File: config.mk
export PLATFORM = sky130hd
export DESIGN_NAME = wave_seq_ctrl
export DESIGN_NICKNAME = d
export VERILOG_FILES = /design/src/rtl/wave_seq_pkg.sv /design/src/rtl/wave_lfsr.sv /design/src/rtl/wave_seq_ctrl.sv
export SDC_FILE = /design/constraint.sdc
export NUM_CORES = 1
export LEC_CHECK = 0
export CORE_ASPECT_RATIO = 0.9
export CORE_UTILIZATION = 38
export CTS_CLUSTER_DIAMETER = 100
export DETAILED_ROUTE_END_ITERATION = 10
export PLACE_DENSITY = 0.74
export SLEW_MARGIN = 40
export SYNTH_ARGS = -nofsm -noshare
export SYNTH_HDL_FRONTEND = slang
export SYNTH_HIERARCHICAL = 1
export SYNTH_SLANG_ARGS = --single-unit
File: constraint.sdc
create_clock -name clk -period 2.6 [get_ports clk]
set_input_delay 0.26 -clock clk [delete_from_list [all_inputs] [get_ports clk]]
set_output_delay 0.26 -clock clk [all_outputs]
set_load 0.01 [all_outputs]
File: src/rtl/wave_seq_pkg.sv
`default_nettype none
// ============================================================================
//  Module      : wave_seq_pkg
//  Description : Shared types and constants for the wave sequence controller:
//                burst FSM state encoding, default widths and LFSR taps.
//  Revision    : 1.0 - initial release
// ============================================================================
package wave_seq_pkg;

    localparam int WIDTH = 32;
    localparam int LEN_W = 16;

    // Galois feedback mask applied when the bit shifted out is 1
    localparam logic [31:0] LFSR_TAPS = 32'h8020_0003;

    typedef enum logic [2:0] {
        ST_IDLE  = 3'd0,
        ST_LOAD  = 3'd1,
        ST_RUN   = 3'd2,
        ST_PAUSE = 3'd3,
        ST_DONE  = 3'd4
    } state_t;

endpackage : wave_seq_pkg
`default_nettype wire

File: src/rtl/wave_lfsr.sv
`default_nettype none
// ============================================================================
//  Module      : wave_lfsr
//  Description : Galois right-shift LFSR with synchronous seed load and a
//                step enable. A zero seed is replaced by 1 so the register
//                never locks up. Only the low VALUE_W bits are exported.
//  Revision    : 1.0 - initial release
// ============================================================================
module wave_lfsr #(
    parameter int WIDTH   = 32,
    parameter int VALUE_W = 8
) (
    input  logic               clk,
    input  logic               rst,
    input  logic               load,
    input  logic [WIDTH-1:0]   seed,
    input  logic               advance,
    output logic [VALUE_W-1:0] value
);
    import wave_seq_pkg::*;

    // Taps resized to the register width (zero-extended above 32 bits)
    localparam logic [WIDTH-1:0] TAPS_W = WIDTH'(LFSR_TAPS);

    logic [WIDTH-1:0] lfsr_q;
    logic [WIDTH-1:0] lfsr_d;

    // Next value: seed load has priority over stepping; otherwise hold
    always_comb begin
        lfsr_d = lfsr_q;
        if (load) begin
            lfsr_d = (seed == '0) ? WIDTH'(1) : seed;
        end else if (advance) begin
            lfsr_d = (lfsr_q >> 1) ^ (lfsr_q[0] ? TAPS_W : '0);
        end
    end

    // LFSR register, resets to the non-zero value 1
    always_ff @(posedge clk) begin
        if (rst) begin
            lfsr_q <= WIDTH'(1);
        end else begin
            lfsr_q <= lfsr_d;
        end
    end

    assign value = lfsr_q[VALUE_W-1:0];

endmodule : wave_lfsr
`default_nettype wire

File: src/rtl/wave_seq_ctrl.sv
`default_nettype none
// ============================================================================
//  Module      : wave_seq_ctrl
//  Description : Burst sequencer producing up/down counter samples and LFSR
//                random values. IDLE -> LOAD -> RUN <-> PAUSE -> DONE -> IDLE.
//                Every output is a flop; sample values hold after a burst
//                until the next LOAD.
//  Revision    : 1.0 - initial release
// ============================================================================
module wave_seq_ctrl #(
    parameter int WIDTH = wave_seq_pkg::WIDTH,
    parameter int LEN_W = wave_seq_pkg::LEN_W
) (
    input  logic             clk,
    input  logic             rst,
    input  logic             start,
    input  logic             stop,
    input  logic             pause,
    input  logic [LEN_W-1:0] burst_len,
    input  logic [WIDTH-1:0] seed,
    output logic             busy,
    output logic             done,
    output logic             sample_valid,
    output logic [WIDTH-1:0] counter,
    output logic [WIDTH-1:0] counter_reverse,
    output logic             bit_rand,
    output logic [7:0]       byte_rand
);
    import wave_seq_pkg::*;

    state_t           state_q, state_d;
    logic [WIDTH-1:0] counter_q, counter_d;
    logic [WIDTH-1:0] counter_rev_q, counter_rev_d;
    logic [LEN_W-1:0] remaining_q, remaining_d;
    logic             busy_q, busy_d;
    logic             done_q, done_d;
    logic             sample_valid_q, sample_valid_d;

    logic             take_sample;
    logic             lfsr_load;
    logic [7:0]       lfsr_byte;

    // State and output registers; reset wins over every control input
    always_ff @(posedge clk) begin
        if (rst) begin
            state_q        <= ST_IDLE;
            counter_q      <= '0;
            counter_rev_q  <= '0;
            remaining_q    <= '0;
            busy_q         <= 1'b0;
            done_q         <= 1'b0;
            sample_valid_q <= 1'b0;
        end else begin
            state_q        <= state_d;
            counter_q      <= counter_d;
            counter_rev_q  <= counter_rev_d;
            remaining_q    <= remaining_d;
            busy_q         <= busy_d;
            done_q         <= done_d;
            sample_valid_q <= sample_valid_d;
        end
    end

    // Next-state logic: stop beats pause, pause beats sampling
    always_comb begin
        state_d = state_q;
        case (state_q)
            ST_IDLE: begin
                if (start) state_d = ST_LOAD;
            end
            ST_LOAD: begin
                state_d = (burst_len == '0) ? ST_DONE : ST_RUN;
            end
            ST_RUN: begin
                if (stop)                              state_d = ST_DONE;
                else if (pause)                        state_d = ST_PAUSE;
                else if (remaining_q == LEN_W'(1))     state_d = ST_DONE;
            end
            ST_PAUSE: begin
                if (stop)       state_d = ST_DONE;
                else if (!pause) state_d = ST_RUN;
            end
            ST_DONE: begin
                state_d = ST_IDLE;
            end
            default: begin
                state_d = ST_IDLE;
            end
        endcase
    end

    // Datapath and registered-output next values, derived from state
    always_comb begin
        take_sample    = (state_q == ST_RUN) && !stop && !pause;
        lfsr_load      = (state_q == ST_LOAD);
        counter_d      = counter_q;
        counter_rev_d  = counter_rev_q;
        remaining_d    = remaining_q;
        if (lfsr_load) begin
            counter_d     = '0;
            counter_rev_d = '0;
            remaining_d   = burst_len;
        end else if (take_sample) begin
            // Both counters wrap silently at their limits
            counter_d     = counter_q + WIDTH'(1);
            counter_rev_d = counter_rev_q - WIDTH'(1);
            remaining_d   = remaining_q - LEN_W'(1);
        end
        busy_d         = (state_d == ST_LOAD) || (state_d == ST_RUN) ||
                         (state_d == ST_PAUSE);
        done_d         = (state_d == ST_DONE);
        sample_valid_d = take_sample;
    end

    wave_lfsr #(
        .WIDTH   (WIDTH),
        .VALUE_W (8)
    ) u_lfsr (
        .clk     (clk),
        .rst     (rst),
        .load    (lfsr_load),
        .seed    (seed),
        .advance (take_sample),
        .value   (lfsr_byte)
    );

    assign busy            = busy_q;
    assign done            = done_q;
    assign sample_valid    = sample_valid_q;
    assign counter         = counter_q;
    assign counter_reverse = counter_rev_q;
    assign bit_rand        = lfsr_byte[0];
    assign byte_rand       = lfsr_byte;

endmodule : wave_seq_ctrl
`default_nettype wire

# Word level (Yosys, flattened, before mapping)
# Cells that the tools add are included.
# totals
elab_cells	45
regBits	118
out_inout_bits	76
mem_bits_rw	0
input_bits	53
memories	0
latchBits	0
romBits	0
# op_classes
add_sub_neg	3
reduce_logical	11
mux	14
bitwise	1
n_shift	0
magnitude_cmp	0
mul	0
div_mod_pow	0
eq_ne	8
# op_table
op	n
32-bit 2-to-1 mux	4
32-bit by 1-bit adder with 32-bit output (second input constant)	1
32-bit zero test	1
16-bit 2-to-1 mux	2
32-bit by 1-bit subtractor with 32-bit output (second input constant)	1
31-bit by 32-bit bitwise XOR with 32-bit output	1
3-bit 2-to-1 mux	7
16-bit by 1-bit equality test with 1-bit output (second input constant)	1
16-bit zero test	1
16-bit by 1-bit subtractor with 16-bit output (second input constant)	1
3-bit by 2-bit equality test with 1-bit output (second input constant)	4
3-bit one-hot mux with 4 select lines	1
3-bit by 1-bit equality test with 1-bit output (second input constant)	2
3-bit equality test (second input constant)	1
3-bit zero test	1
1-bit logical AND	2
1-bit zero test	2
1-bit logical OR	2
2-bit nonzero test	1
2-bit OR reduction	1

# Depth between registers and ports, before layout
# Gate-level depths: netlist of the first run.
# depth
depth_word	8
depth_mapped	11

# By module
# The synthesis of the first run kept the hierarchy.
# modules_own_cells
module	area_per_inst_um2	cells_per_inst	n_inst
wave_seq_ctrl	4372.9	514	1
wave_lfsr	1622.8	196	1

# Worst setup path before layout of the first run
# OpenSTA, ideal clock, no wires.
# synth_timing
path_kind	register to register
from	reg state_q[1]
to	reg u_lfsr.lfsr_q[10]
path_slack_ns	0.434
setup_time_ns	0.128
path_buffers	6
path_stages_with_launch	12
period_less_slack_ns	2.166
arrival_time_ns	2.038
cell_sequence	dfxtp_1 > buf_2 > or3b_2 > clkbuf_1 > inv_1 > buf_2 > buf_2 > buf_2 > buf_2 > nor2_1 > a21oi_1 > nor2_1
# synth_between
elab_cells_between_ends	6
cone_classes	eq/ne (2); mux (1); reduce/logical (3)
# synth_rtl
element	line	rtl
start, declared	wave_seq_ctrl.sv:31	state_t state_q, state_d;
start signal, assigned	wave_seq_ctrl.sv:54	state_q <= state_d;
3-bit by 1-bit equality test with 1-bit output (*)	wave_seq_ctrl.sv:95	lfsr_load = (state_q == ST_LOAD);
net lfsr_load	wave_seq_ctrl.sv:40	logic lfsr_load;
32-bit 2-to-1 mux / 2-bit nonzero test (equally long branches)	--	
end signal, assigned	wave_lfsr.sv:43	lfsr_q <= lfsr_d;
end, declared	wave_lfsr.sv:25	logic [WIDTH-1:0] lfsr_q;
# The timed path passes the listed nets; every way through them passes the cells marked *.
# A chain may end at the register's enable or synchronous reset.

# Final worst setup path of the first run
# layout_timing
from	reg state_q[1]
to	reg counter_q[27], in the netlist counter[27]
# layout_between
elab_chain_len	3
elab_cells_between_ends	5
cone_classes	eq/ne (2); reduce/logical (3)
# layout_rtl
element	line	rtl
3-bit by 2-bit equality test with 1-bit output	wave_seq_ctrl.sv:94	take_sample = (state_q == ST_RUN) && !stop && !pause;
1-bit logical AND (2 in series)	wave_seq_ctrl.sv:94	
end signal, assigned	wave_seq_ctrl.sv:55	counter_q <= counter_d;
end, declared	wave_seq_ctrl.sv:32	logic [WIDTH-1:0] counter_q, counter_d;
# Several ways; a longest one is shown, not always the timed one.

==> results list, run 1 <==
* Count of cell types in the netlist: 61
- The via count of the first global-routing pass came to 5,263.
- The number of clock buffers added by TritonCTS is 17.
- Io pins: 129
- Leading register cell type out of synthesis: dfxtp_1
- Final weighted congestion of routability-driven global placement: 0.823
- Number of nets in the layout: 883
- For this run, design rule violations remaining after detail routing come to 0.
* Relative contribution of sequential cells to total power: 0.376
* Post-synthesis sequential area ratio: 0.394
- Biggest fanout along the worst timing path: 43
* Combinational Power Share: 0.117
* Count of buffers added by post-CTS timing repair for setup: 0
- Post-synthesis cell type with the largest combined area: dfxtp_1
- Switching part of the total: 0.234
- Detail-routed net length per standard cell: 15.4 um
* Depth of the worst register-to-register path: 6
- Number of enable flip-flop cells after synthesis: 0
- Overflow left after global routing: 0
- CTS built an H-tree with a depth of 4.
- Run status: complete, no violations
- Min cycle time layout: 2.14 ns
- Power spread over the standard cell area amounts to 633 mW/mm^2.
- Kind of start point of the critical path: register
* Leakage power of the design: 2.74 nW
* Fraction of final layout cells sized beyond drive strength 1: 0.103
* Number of standard cells in the final layout excluding fillers: 1,041
- Vias per inst: 5.55
- The number of antenna violations at the first check in global routing is 0.
* Area used by sequential logic in the layout: 0.00236 sq mm
* Total detailed-routing wirelength: 16,100 um
* Wire length of the first global-routing pass: 26,100 um
* HPWL after DPL: 11,400 um
- Mean instance size in the synthesized netlist: 8.44 sq um
- Top-area cell type share of the netlist area: 0.394
* Filler cell count: 1,452
- The number of pins exceeding their max-slew limit in the final report came to 0.
- Largest cells by area after synthesis: dfxtp_1, a21oi_1, nor2_1, mux2i_1, o31ai_1
* Floorplan Core Area: 0.0154 sq mm
- Switching component of the power: 0.00120 W
- Input and output buffers added on the ports amount to 128.
- For this run, the total global-route usage over all layers was measured as 0.203.
- Final clock period utilization by the worst path: 0.822
- Summing all multi-input logic gate instances after layout gives 0.00329 sq mm.
- Post-Synthesis Cell Area: 0.00600 sq mm
* Ys async rst share: 0
- Number of cells in the design after placement: 1,009
* Detailed Route Iter0 Violations: 339
- TritonRoute pass-1 iters: 4
- Synthesis produced a netlist with a net count of 767.
- Count of synthesis-stage warnings from yosys: 6
- For the pin with the worst max-slew slack, the measured transition is 0.570 ns.
- The floorplan step set the die width to 134 um.
- In the post-synthesis netlist, the cell with the most instances is dfxtp_1.
- Counting along the longest clock path gives a buffer depth of 2.
- # resized after CTS: 0
* Cts hold-fix bufs: 0
* Largest net degree at the start of global routing: 49
- Arrival @ worst endpoint: 2.49 ns
- Final TNS setup: 0 ns
- TritonCTS built the clock tree.
- The number of antenna diodes in the final layout is 0.
- Clock-pin slew was measured on the worst setup and hold paths at 0.06 ns.
- In this run the tightest slew margin relative to its limit is 0.616.
* Worst path required time: 2.95 ns
* Initial core utilization: 0.388
* Ranking of synthesized cells by instance count: dfxtp_1, nor2_1, a21oi_1
- From synthesis to final layout, the design area changed by 35.0%.
* Synthesized instance count: 710
* Total setup violations reported at the end of the flow: 0
- Setup repair after global routing left no endpoint under its margin.
* Die Height: 121 um
- Worst IR drop on VDD: 0.475 mV
- The setup path with the least slack is of type reg2reg.
* Root buffer cell: clkbuf_16
- Class of the tightest hold or removal check: in2reg
* Clock group share of total power: 0.506
* Total via count after detailed routing: 5,777
- Max-cap violations in this run came to 0.
* Number of sinks driven by the clock tree: 118
- The worst setup path is captured at a register.
- The count of endpoints failing hold in the final timing report was 0.
* Worst clock skew: 0.0128 ns
- The die covers 0.0163 sq mm.
- After floorplanning, the core was divided into 43 placement rows.
* Maximum operating frequency: 0.468 GHz
- Cell depth of the worst hold path: 2
- Later-pin clock latency in the skew report: 0.42 ns
* Number of nets with antenna violations after routing: 0
* Total internal power: 0.00393 W
- Flip-flop and latch count after synthesis: 118
[critical path, cell delays in order, from the launching register on]
cell     delay [ns]
dfxtp_1        0.50
nor3b_2        0.26
buf_4          0.22
nand4_1        0.11
buf_4          0.27
or4_1          0.53
a21oi_1        0.15
[cells in the final DEF (no fill, tap or decap), types with 10 or more instances in the layout]
cell	n
clkdlybuf4s50_1	127
dfxtp_1	118
nor2_1	89
a21oi_1	86
o31ai_1	41
or4_1	38
nand2_1	32
mux2i_1	31
nor4_1	24
buf_4	21
nand4_1	20
nand3_1	17
clkbuf_16	17
or3_1	16
inv_1	11
or2_2	10
[cell type report]
type	count	area share
clock buffer	24	0.0595
multi-input combinational	524	0.406
sequential	118	0.292
clock inverter	8	0.0209
inverter	13	0.00603
timing repair buffer	152	0.185
tap	202	0.0312
[flip-flops by register name, indices dropped and copies added (netlist names)]
signal,cells
counter_reverse,32
sample_valid,1
done,1
u_lfsr/lfsr_q,32
remaining_q,16
counter,32
state_q,3
busy,1
[cells by family (layout without fill, tap and decap cells)]
kind of cell / Yosys count / in the layout / share of synthesized area
buffers and inverters: 68 / 197 / 0.0584
DFF: 118 / 118 / 0.394
AOI/OAI and AO/OA: 173 / 173 / 0.180
xor gates and xnor gates: 17 / 17 / 0.0248
adders and majority gates: 4 / 4 / 0.00835
and+or+nand+nor: 298 / 298 / 0.281
muxes: 32 / 32 / 0.0536
[power groups by stage]
stage          logic, W  registers (W)  clock network (W)
2_1_floorplan  0.000370        0.00196                  0
3_3_place_gp   0.000588        0.00197                  0
3_5_place_dp   0.000594        0.00197                  0
4_1_cts        0.000599        0.00193            0.00263
5_1_grt        0.000662        0.00194            0.00272
6_report       0.000601        0.00193            0.00260
[through the flow]
stage               utilization  worst slack (ns)  area [sq um]  hold WS [ns]  total power [W]
global placement          0.482             0.252          7440         0.466          0.00255
global route              0.524             0.189          8090         0.169          0.00532
detailed placement        0.482             0.218          7440         0.467          0.00256
finish                    0.524             0.462          8090         0.162          0.00513
floorplan                     -             0.434          6000         0.396          0.00233
CTS                       0.524             0.459          8090         0.151          0.00516
[path summary, 6_finish.rpt]
path                       start         endpoint  slack (ns)
hold / removal               rst  remaining_q[14]        0.16
setup / recovery      state_q[1]      counter[27]        0.46
hold reg to reg   remaining_q[1]   remaining_q[1]        0.48
setup reg to reg      state_q[1]      counter[27]        0.46
[metal layers]
layer	track usage	wire, um	part of all wire	vias to the layer above
li1	-	-	-	2898
met1	0.278	7740	0.48	2700
met2	0.307	7050	0.44	155
met3	0.0556	965	0.060	24
met4	0.0716	327	0.020	0
met5	0	0	0	-
Power figures use the tool's default switching activity.
==> run 2, diff against run 1 <==
==> constraint.sdc (replaced) <==
create_clock -name clk -period 2.2 [get_ports clk]
set_input_delay 0.22 -clock clk [delete_from_list [all_inputs] [get_ports clk]]
set_output_delay 0.22 -clock clk [all_outputs]
set_load 0.01 [all_outputs]
==> run 2 against run 1 <==
Compared with the run above: fmax grew 3.8%; critical path type unchanged; clock skew shrank 0.0026 ns; design area grew 1.7%; power grew 13%; register-to-register slack lost 0.32 ns; sequential share of layout area shrank 0.48 points; via count grew 1.7%.
==> results list, run 2 (synthesis results as in run 1) <==
- Run status: complete, no violations
- The number of vias in the routed layout came to 5,874 (+1.7%).
* Biggest fanout along the worst timing path: 6 (-86%)
- The post-DP HPWL is 11,500 um (+0.79%).
- The final critical-path setup slack is 0.141 ns (-0.321 ns).
- Number of sinks driven by the clock tree: 118 (unchanged)
* Worst clock skew: 0.0102 ns (-0.00261 ns)
- Finished Cell Area: 0.00823 sq mm (+1.7%)
* Overall die width: 134 um (unchanged)
* Area grow syn2layout: 37.3%
- Kind of critical path: reg2reg
* Type of destination of the critical path: register
- The wire length per cell after detailed routing is 15.3 um (-0.98%).
* Cell Chain, Critical Path: or4_4 -> or4_4 -> o31ai_1 -> a31oi_1
- Min cycle time layout: 2.06 ns (-0.0789 ns)
- The number of antenna violations at the first check in global routing is 0 (unchanged).
- The insertion delay of the later-clocked pin in the worst-skew pair is 0.42 ns (about the same).
* Cell area after placement: 0.00763 sq mm (+2.6%)
- Number of nets in the layout: 905 (+2.5%)
- Io pins: 129 (unchanged)
- The maximum vdd drop is 0.569 mV (+20%).
- The number of pins exceeding their max-slew limit in the final report was 0 (unchanged).
- In the layout the commonest cells are clkdlybuf4s50_1, dfxtp_1, nor2_1, a21oi_1.
- Power density over the cells: 705 mW/mm^2 (+11%)
* Actual transition at the worst max-transition pin: 0.484 ns (-0.0864 ns)
* Floorplan Core Area: 0.0154 sq mm (unchanged)
- Final clock period utilization by the worst path: 0.936 (+0.114)
- The required arrival time at the worst endpoint was 2.48 ns (-0.47 ns).
* Number of buffers inserted by port buffering: 128 (unchanged)
* Worst path top cell family by delay: simple AND/OR/NAND/NOR gates
- The worst setup slack before clock tree synthesis was 0.0415 ns (-0.177 ns).
* Final hold violations: 0 (unchanged)
* Detailed Route Iter0 Violations: 446 (+32%)
- The post-detailed-route via-to-cell ratio is 5.53 (-0.43%).
* Maximum operating frequency: 0.486 GHz (+3.8%)
- Unrepaired setup endpoints after global routing: no
- Max incr delay on CP: 0.58 ns (+0.05 ns)
- The CTS H-tree depth came to 4 (unchanged).
- The buffer count from post-CTS setup fixing came to 0 (unchanged).
- The count of endpoints failing setup in the final report was 0 (unchanged).
* Final TNS setup: 0 ns (unchanged)
- On the critical path, the stage with the largest delay is an instance of or4_4.
* Fraction of final layout cells sized beyond drive strength 1: 0.128 (+0.0253)
* Root buffer cell: clkbuf_16
- Leaving out fill and tap cells, the most frequent cell in the layout is clkdlybuf4s50_1.
- The most numerous cell type found on the critical path is or4_4.
* N_diodes: 0 (unchanged)
- Wire length of the first global-routing pass: 25,800 um (-1.0%)
- The via count of the first global-routing pass was 5,097 (-3.2%).
* Arrival @ worst endpoint: 2.34 ns (-0.15 ns)
* Number of buffers created by CTS: 17 (unchanged)
- The overall routing resource usage is 0.203 (-0.000328).
- Number of nets with antenna violations after routing: 0 (unchanged)
- Cts hold-fix bufs: 0 (unchanged)
- Worst-case headroom to the max-slew limit: 0.674 (+0.0581)
- The detailed-route wire length is 16,300 um (+1.1%).
* Deepest clock path buffer count: 2 (unchanged)
- Kind of start point of the critical path: register
- Initial core utilization: 0.388 (unchanged)
- Die Height: 121 um (unchanged)
- Max capacitance violation total: 0 (unchanged)
* # resized after CTS: 0 (unchanged)
* Largest net degree at the start of global routing: 46 (-6.1%)
- The last weighted congestion value of the routability-driven placer is 0.813 (-1.2%).
- The critical path buffer and inverter count is 0 (-2).
* Overflow left after global routing: 0 (unchanged)
* CTS clk-pin slew, worst paths: 0.05 ns (about the same)
- The number of iterations in the first detailed-routing pass was 6 (+2).
* Leakage power of the design: 2.83 nW (+3.4%)
* TritonCTS clock tree: built
* Class of the tightest hold or removal check: in2reg
- Detailed-route DRC error count: 0 (unchanged)
- Area enclosed by the die boundary: 0.0163 sq mm (unchanged)
* Rows: 43 (unchanged)
-- run 2: cell types whose count changed in the layout (fill, tap and decap cells not counted), sizes merged --
| cell | before | now |
|---|---|---|
| clkinvlp | 0 | 2 |
| clkinv | 3 | 4 |
| buf | 25 | 47 |
| bufinv | 5 | 2 |
-- run 2: per-stage QoR --
stage | utilization | std cells | hold WS, ns | total power, W
after floorplan | - | 710 | 0.356 | 0.00275
after global placement | 0.494 | 1031 | 0.445 | 0.00306
after detailed placement | 0.494 | 1031 | 0.445 | 0.00307
after CTS | 0.533 | 1063 | 0.000486 | 0.00583
after global routing | 0.533 | 1063 | 0.00719 | 0.00603
final | 0.533 | 1063 | 0.0133 | 0.00580
-- run 2: per-layer routing --
layer	GRT usage	share of wire	vias to the layer above	wire (um)
met5	0	0	-	0
met2	0.296	0.43	162	7070
met4	0.0899	0.026	0	423
li1	-	-	2951	-
met1	0.276	0.48	2731	7800
met3	0.0593	0.060	30	973
-- run 2: report_power, final --
group / switching, W / internal [W]
logic: 0.000394 / 0.000362
clock network: 0.000960 / 0.00181
registers: 0.0000648 / 0.00221
total: 0.00142 / 0.00438
-- run 2: final cells by class --
type                       instances  area, sq um
inverter                          13         48.8
multi-input combinational        524         3290
clock inverter                     8         95.1
tap                              202          253
fill                            1405         7210
sequential                       118         2360
clock buffer                      24          502
timing repair buffer             174         1680
-- run 2: worst paths after layout --
path | slack, ns | cells past startpoint | endpoint | startpoint
setup / recovery | 0.14 | 4 | busy | remaining_q[8]
hold / removal | 0.01 | 2 | remaining_q[13] | rst
setup reg to reg | 0.14 | 4 | busy | remaining_q[8]
hold reg to reg | 0.48 | 2 | remaining_q[1] | remaining_q[1]
-- run 2: worst register-to-register path: cells and delay by family, from the launching register on --
kind             cells  cell delay, ns
AND/OR/NAND/NOR      2            1.06
flip-flops           1            0.35
AO/OA/AOI/OAI        2            0.51
==> run 3, diff against run 2 <==
--- a/config.mk
+++ b/config.mk
@@ -5,11 +5,12 @@
 export SDC_FILE = /design/constraint.sdc
 export NUM_CORES = 1
 export LEC_CHECK = 0
+export ABC_AREA = 1
 export CORE_ASPECT_RATIO = 0.9
 export CORE_UTILIZATION = 38
 export CTS_CLUSTER_DIAMETER = 100
 export DETAILED_ROUTE_END_ITERATION = 10
-export PLACE_DENSITY = 0.74
+export PLACE_DENSITY = 0.73
 export SLEW_MARGIN = 40
 export SYNTH_ARGS = -nofsm -noshare
 export SYNTH_HDL_FRONTEND = slang
==> run 3 against run 2 <==
Compared with the run above: design area increased by 6.5%; critical path type unchanged; sequential cell count unchanged; non-clock buffer count decreased by 29; critical path depth increased by 5; largest cell class unchanged; setup slack improved by 0.25 ns; fmax increased by 14%; routed wire length increased by 14%.
==> results list, run 3 <==
- The warning count from the yosys run came to 6 (unchanged).
- Ranking of synthesized cells by instance count: nand2_1, nor2_1, dfxtp_1
- Kind of critical path: reg2reg
* # resized after CTS: 0 (unchanged)
* Leakage power of the design: 3.66 nW (+29%)
* Count of buffers added by post-CTS timing repair for setup: 0 (unchanged)
- For this run, the leading register cell type out of synthesis is dfxtp_1.
- Critical R2R Capture: counter_reverse[16]
- The number of iterations in the first detailed-routing pass was 5 (-1).
- The final routed DRC violation total is 0 (unchanged).
* Pins Over Slew Limit: 0 (unchanged)
- The final critical path time including I/O delays and setup is 1.81 ns (-0.249 ns).
* Post-Syn Nets: 1,138 (+48%)
- The ratio of total power to cell area came to 718 mW/mm^2 (+1.9%).
- The count of endpoints failing hold in the final timing report was 0 (unchanged).
- Rows: 45 (+4.7%)
- The TritonCTS buffer count is 17 (unchanged).
* Ys async rst share: 0 (unchanged)
- The critical path depth in cells is 9 (+5).
- The starting density of the core was 0.392 (+0.00368).
* Number of standard cells in the final layout excluding fillers: 1,452 (+37%)
- The overall die width is 142 um (+5.4%).
* HPWL after DPL: 13,300 um (+16%)
- The startpoint identified for the worst hold timing path is seed[16].
* Most common cell in the synthesized netlist: nand2_1
- The share of layout cells above drive strength 1 came to 0.0509 (-0.0768).
- Largest net degree at the start of global routing: 36 (-22%)
* Overflow left after global routing: 0 (unchanged)
- The area enclosed by the die boundary was 0.0181 sq mm (+11%).
- Number of nets with antenna violations after routing: 0 (unchanged)
- The instance count after placement with tap cells included is 1,420 (+38%).
- The headroom to the max-slew limit came to 0.485 (-0.189).
- Root buffer cell: clkbuf_16
* Total detailed-routing wirelength: 18,500 um (+14%)
- Vias in the first global route: 6,419 (+26%)
- By area the synthesized netlist is led by dfxtp_1, nand2_1, nor2_1, inv_1, a21oi_1.
- The number of buffers on the longest clock path came to 2 (unchanged).
* Number of antenna violations at the first check in global routing: 0 (unchanged)
* Start point of the critical path: counter_reverse[0]
- The most critical setup path has its endpoint at counter_reverse[16].
- STA classifies the critical path endpoint as a register.
- Mean instance size in the synthesized netlist: 6.17 sq um (-27%)
- The CTS H-tree depth came to 4 (unchanged).
* Max incr delay on CP: 0.33 ns (-0.25 ns)
- Number of nets in the layout: 1,261 (+39%)
- The boundary pin count was 129 (unchanged).
* Arrival @ worst endpoint: 2.12 ns (-0.22 ns)
* Top-area cell type share of the netlist area: 0.354 (-0.0396)
- The path depth of the worst reg2reg path was 9 (+5).
- TritonCTS clock tree: built
- Count of cell types in the netlist: 42 (-31%)
- The last weighted congestion value of the routability-driven placer was 0.887 (+9.1%).
* Post-synthesis sequential area ratio: 0.354 (-0.0396)
- The required arrival time at the worst endpoint was 2.51 ns (+0.03 ns).
- Critical R2R Launch: counter_reverse[0]
- Worst clock skew: 0.0100 ns (-0.000234 ns)
* CTS clk-pin slew, worst paths: 0.06 ns (about the same)
- The number of hold buffers added after CTS came to 0 (unchanged).
- On the critical path the largest part of the delay comes from simple AND/OR/NAND/NOR gates.
- Vias per inst: 4.90 (-11%)
* N_diodes: 0 (unchanged)
- The final sum of negative setup slack is 0 ns (unchanged).
- The count of input and output buffers was 128 (unchanged).
- The worst setup path is launched from a register.
- Biggest fanout along the worst timing path: 6 (unchanged)
- The setup slack on the worst flop-to-flop path was 0.39 ns (+0.25 ns).
- The post-route cell area came to 0.00877 sq mm (+6.5%).
- The count of filler cells inserted in the layout is 1,740 (+24%).
* Run status: complete, no violations
- Cell Chain, Critical Path: inv_1 -> ha_1 -> nand2_1 -> nor2_1 -> nand2_1 -> nor2_1 -> nand3_1 -> nor2_1 -> nor2_1
* Cell depth of the worst hold path: 3 (+1)
* Worst IR drop on VDD: 0.547 mV (-3.9%)
* Commonest cells after routing, fill and taps aside: nand2_1, nor2_1, clkdlybuf4s50_1, dfxtp_1, inv_1
- Flip-flop and latch count after synthesis: 118 (unchanged)
- The overall routing resource usage is 0.207 (+0.00375).
- Max capacitance violation total: 0 (unchanged)
- The critical path buffer and inverter count is 1 (+1).
- Synthesized instance count: 1,081 (+52%)
- Wire length of the first global-routing pass: 30,000 um (+16%)
- Dominant cell type by count on the critical path: nor2_1
* Post-Synthesis Cell Area: 0.00667 sq mm (+11%)
- The area of placed instances came to 0.00813 sq mm (+6.5%).
- Unrepaired setup endpoints after global routing: no
* Most common cell after layout, fill and taps aside: nand2_1
* Maximum operating frequency: 0.552 GHz (+14%)
- Worst Hold Margin: 0.374 ns (+0.361 ns)
* Die Height: 128 um (+5.3%)
- Class of the tightest hold or removal check: in2reg
- The biggest area contributor in the post-synthesis netlist is dfxtp_1.
- Final clock period utilization by the worst path: 0.823 (-0.113)
- Compared with the post-synthesis result, the final layout area differs by 31.5%.
- The wire length per cell after detailed routing was 12.7 um (-17%).
- The measured slew at the worst slew-check pin came to 0.772 ns (+0.288 ns).
- Detailed Route Iter0 Violations: 503 (+13%)
- The core area was 0.0170 sq mm (+10%).
- The count of endpoints failing setup in the final report was 0 (unchanged).
- The insertion delay of the later-clocked pin in the worst-skew pair came to 0.42 ns (about the same).
- Total via count after detailed routing: 7,111 (+21%)
* CP max stage cell: dfxtp_1
* Number of enable flip-flop cells after synthesis: 0 (unchanged)
- Number of sinks driven by the clock tree: 118 (unchanged)
## run 3: layout make-up
type	instances	area, sq um	share of cell area
multi-input combinational	812	3620	0.413
sequential	118	2360	0.269
timing repair buffer	145	1430	0.164
clock buffer	17	425	0.0485
inverter	110	413	0.0471
tap	235	294	0.0335
clock inverter	15	214	0.0244
## run 3: cells by family after synthesis
group | share of synthesized area
compound gates | 0.146
xor+xnor | 0.0158
fa+ha+maj | 0.00751
buf+inv | 0.102
flops | 0.354
simple gates | 0.374
## run 3: per-layer routing
layer | wire length (um) | vias to the layer above | global-route usage | share of wire
met5 | 0 | - | 0 | 0
met4 | 237 | 0 | 0.0727 | 0.013
met3 | 1200 | 20 | 0.0476 | 0.065
met2 | 8260 | 209 | 0.332 | 0.45
met1 | 8770 | 3179 | 0.272 | 0.48
li1 | - | 3703 | - | -
## run 3: metrics by stage
| stage | setup WS [ns] | util | power [W] |
|---|---|---|---|
| floorplan | 0.391 | - | 0.00299 |
| global placement | 0.208 | 0.478 | 0.00327 |
| detailed placement | 0.183 | 0.478 | 0.00329 |
| CTS | 0.401 | 0.516 | 0.00634 |
| global route | 0.189 | 0.516 | 0.00659 |
| finish | 0.389 | 0.516 | 0.00630 |
## run 3: report_power, final
| group | switching [W] | internal (W) |
|---|---|---|
| clock | 0.00112 | 0.00193 |
| combinational | 0.000552 | 0.000396 |
| sequential | 0.0000737 | 0.00223 |
| total | 0.00174 | 0.00455 |
## run 3: worst min-delay path, stage by stage
cell and delay (ns):
clkdlybuf4s50_1 0.42, nand2_1 0.06, a21oi_1 0.05
## run 3: worst min path at each step
stage | end
final | u_lfsr/lfsr_q[16]
after global routing | u_lfsr/lfsr_q[5]
after CTS | u_lfsr/lfsr_q[16]
after detailed placement | remaining_q[12]
after global placement | remaining_q[12]
after floorplan | u_lfsr/lfsr_q[22]
==> RTL change (flow settings as in run 3) <==
The 5 states of `state_t` get a one-hot encoding in 5 bits.
--- a/src/rtl/wave_seq_pkg.sv
+++ b/src/rtl/wave_seq_pkg.sv
@@ -13,12 +13,12 @@
     // Galois feedback mask applied when the bit shifted out is 1
     localparam logic [31:0] LFSR_TAPS = 32'h8020_0003;
 
-    typedef enum logic [2:0] {
-        ST_IDLE  = 3'd0,
-        ST_LOAD  = 3'd1,
-        ST_RUN   = 3'd2,
-        ST_PAUSE = 3'd3,
-        ST_DONE  = 3'd4
+    typedef enum logic [4:0] {
+        ST_IDLE  = 5'b00001,
+        ST_LOAD  = 5'b00010,
+        ST_RUN   = 5'b00100,
+        ST_PAUSE = 5'b01000,
+        ST_DONE  = 5'b10000
     } state_t;
 
 endpackage : wave_seq_pkg
Function: no difference found for any inputs over 10 cycles, from zero or initial values and one cycle with rst high; not proved beyond that.
==> RTL change against run 3 <==
  * Sequential cell count up 2
  * Worst setup slack better by 0.033 ns
  * Wire length is 7.8% higher
  * Power shrank 7.1%
  * First-iteration DRC count is 8.0% lower
  * Design area rose by 4.7%
  * Clock skew about the same
  * Synthesized area increased by 6.3%
  * Core utilization fell by 1.6 points
  * Synthesized cell count increased by 5.1%
  * Fmax rose by 1.8%
==> RTL change: results (changes against run 3) <==
| Metric | Value |
|---|---|
| M3 GR Usage | `0.0462 (was 0.0476)` |
| Router iterations before antenna repair | `6 (was 5)` |
| Clock Power Share | `0.534 (was 0.483)` |
| Routing usage on met1 | `0.290 (was 0.272)` |
| Run status | `completed (unchanged)` |
| Vias in the first global route | `6,954 (was 6,419)` |
| Seq pwr share | `0.384 (was 0.366)` |
| Hold WC Path Type | `primary input to flip-flop (unchanged)` |
| Inverter count | `84 (was 110)` |
| Clock transition at path regs | `0.06 ns (about the same)` |
| Num CTS Buffers | `17 (unchanged)` |
| Rel. slew slack | `0.689 (was 0.485)` |
| Total Nets Final | `1,310 (was 1,261)` |
| Initial DRC count | `463 (was 503)` |
| Static Leak | `3.70 nW (was 3.66 nW)` |
| Highest Signal Layer | `met4 (unchanged)` |
| Register area | `0.00240 sq mm (was 0.00236 sq mm)` |
| Met1 Wirelength | `9490 microns (was 8770 microns)` |
| Syn nets | `1,193 (was 1,138)` |
| List of most frequent post-synthesis cells | `385 x nand2_1, 184 x nor2_1, 120 x dfxtp_1, 94 x a21oi_1, 75 x inv_1 (was 322 x nand2_1, 200 x nor2_1, 118 x dfxtp_1, 106 x inv_1, 78 x a21oi_1)` |
| First-pass GRT wire length | `33,700 microns (was 30,000 microns)` |
| Crit path DAT | `2.10 ns (was 2.12 ns)` |
| ANT cells | `0 (unchanged)` |
| Largest net degree at the start of global routing | `57 (was 36)` |
| Psw | `1.37 mW (was 1.74 mW)` |
| Ys async rst share | `0 (unchanged)` |
| Clock buffer count | `18 (was 17)` |
| Nonclk buf count | `146 (was 145)` |
| Count of multi-input gates | `884 (was 812)` |
| # resized after CTS | `0 (unchanged)` |
| Met2 Routed Length | `8780 microns (was 8260 microns)` |
| HPWL Detailed | `14,500 microns (was 13,300 microns)` |
| Clock buffers and inverters, area share | `0.0719 (was 0.0729)` |
| Library cells used by synthesis | `35 (was 42)` |
| M2 GR Usage | `0.337 (was 0.332)` |
| Routed wire length per instance | `13.2 microns (was 12.7 microns)` |
| Dominant cells by area after synthesis | `dfxtp_1 34%, nand2_1 20%, nor2_1 9.7% (was dfxtp_1 35%, nand2_1 18%, nor2_1 11%)` |
| Max clock buf depth | `2 (unchanged)` |
| Setup Skew | `0.0101 ns (was 0.0100 ns)` |
| Fraction of area in non-clock buffers | `0.160 (was 0.164)` |
| Post-synthesis sequential area ratio | `0.339 (was 0.354)` |
| CTS H-tree depth | `4 (unchanged)` |
| Gpl congestion | `0.938 (was 0.887)` |
| Initial antenna violation count | `0 (unchanged)` |
| Share of layout cells above drive strength 1 | `0.0671 (was 0.0509)` |
| Peak VDD IR | `0.506 mV (was 0.547 mV)` |
| Fraction of area in multi-input gates | `0.439 (was 0.413)` |
| DR vias/cell | `4.96 (was 4.90)` |
| FILL cells | `1,888 (was 1,740)` |
| Tot GR Track Use | `0.216 (was 0.207)` |
| Busiest metal layer after global routing | `met2 (unchanged)` |
| Ys flop type | `dfxtp_1 (unchanged)` |
| Yosys reg bits | `120 (was 118)` |
| Met3 wire len | `1290 microns (was 1200 microns)` |
| Crit Path Max Fanout | `30 (was 6)` |
## RTL change: cell types whose count changed after synthesis, moves of 13 or more
cell | run 3 | this run
nand2_1 | 322 | 385
nor2_2 | 1 | 15
a21oi_1 | 78 | 94
nor2_1 | 200 | 184
inv_1 | 106 | 75
nand3_1 | 44 | 31
## RTL change: critical path, stage by stage (launching register included)
cell and delay [ns]:
dfxtp_1 0.35, nor2_2 0.22, nand4_4 0.11, inv_2 0.29, inv_2 0.29, nor2_1 0.15
o21ai_0 0.12, nand2_1 0.08, nand2_1 0.05
## RTL change: per-stage QoR
| stage | total power, mW | worst slack [ns] | instances | instance area [sq um] |
|---|---|---|---|---|
| 2_1_floorplan | 2.57 | 0.579 | 1136 | 7090 |
| 3_3_place_gp | 2.76 | 0.216 | 1479 | 8510 |
| 3_5_place_dp | 2.77 | 0.159 | 1479 | 8510 |
| 4_1_cts | 5.90 | 0.431 | 1511 | 9170 |
| 5_1_grt | 6.06 | 0.246 | 1511 | 9170 |
| 6_report | 5.85 | 0.422 | 1511 | 9170 |
## RTL change: cell families (layout without fill, tap and decap cells)
group	Yosys count	count (layout)	share of synthesized area
adder cells (fa/ha/maj)	4	4	0.00706
XOR/XNOR	27	27	0.0334
AND/OR/NAND/NOR	656	656	0.382
AO/OA/AOI/OAI	197	197	0.145
flip-flops	120	120	0.339
buffers and inverters	132	262	0.0941
## RTL change: worst paths after layout
path                       start  slack (ns)           endpoint  depth (start not counted)
setup / recovery      state_q[3]        0.42   u_lfsr/lfsr_q[0]                          8
hold / removal          seed[29]        0.37  u_lfsr/lfsr_q[29]                          3
setup reg to reg      state_q[3]        0.42   u_lfsr/lfsr_q[0]                          8
hold reg to reg   remaining_q[1]        0.46     remaining_q[1]                          2
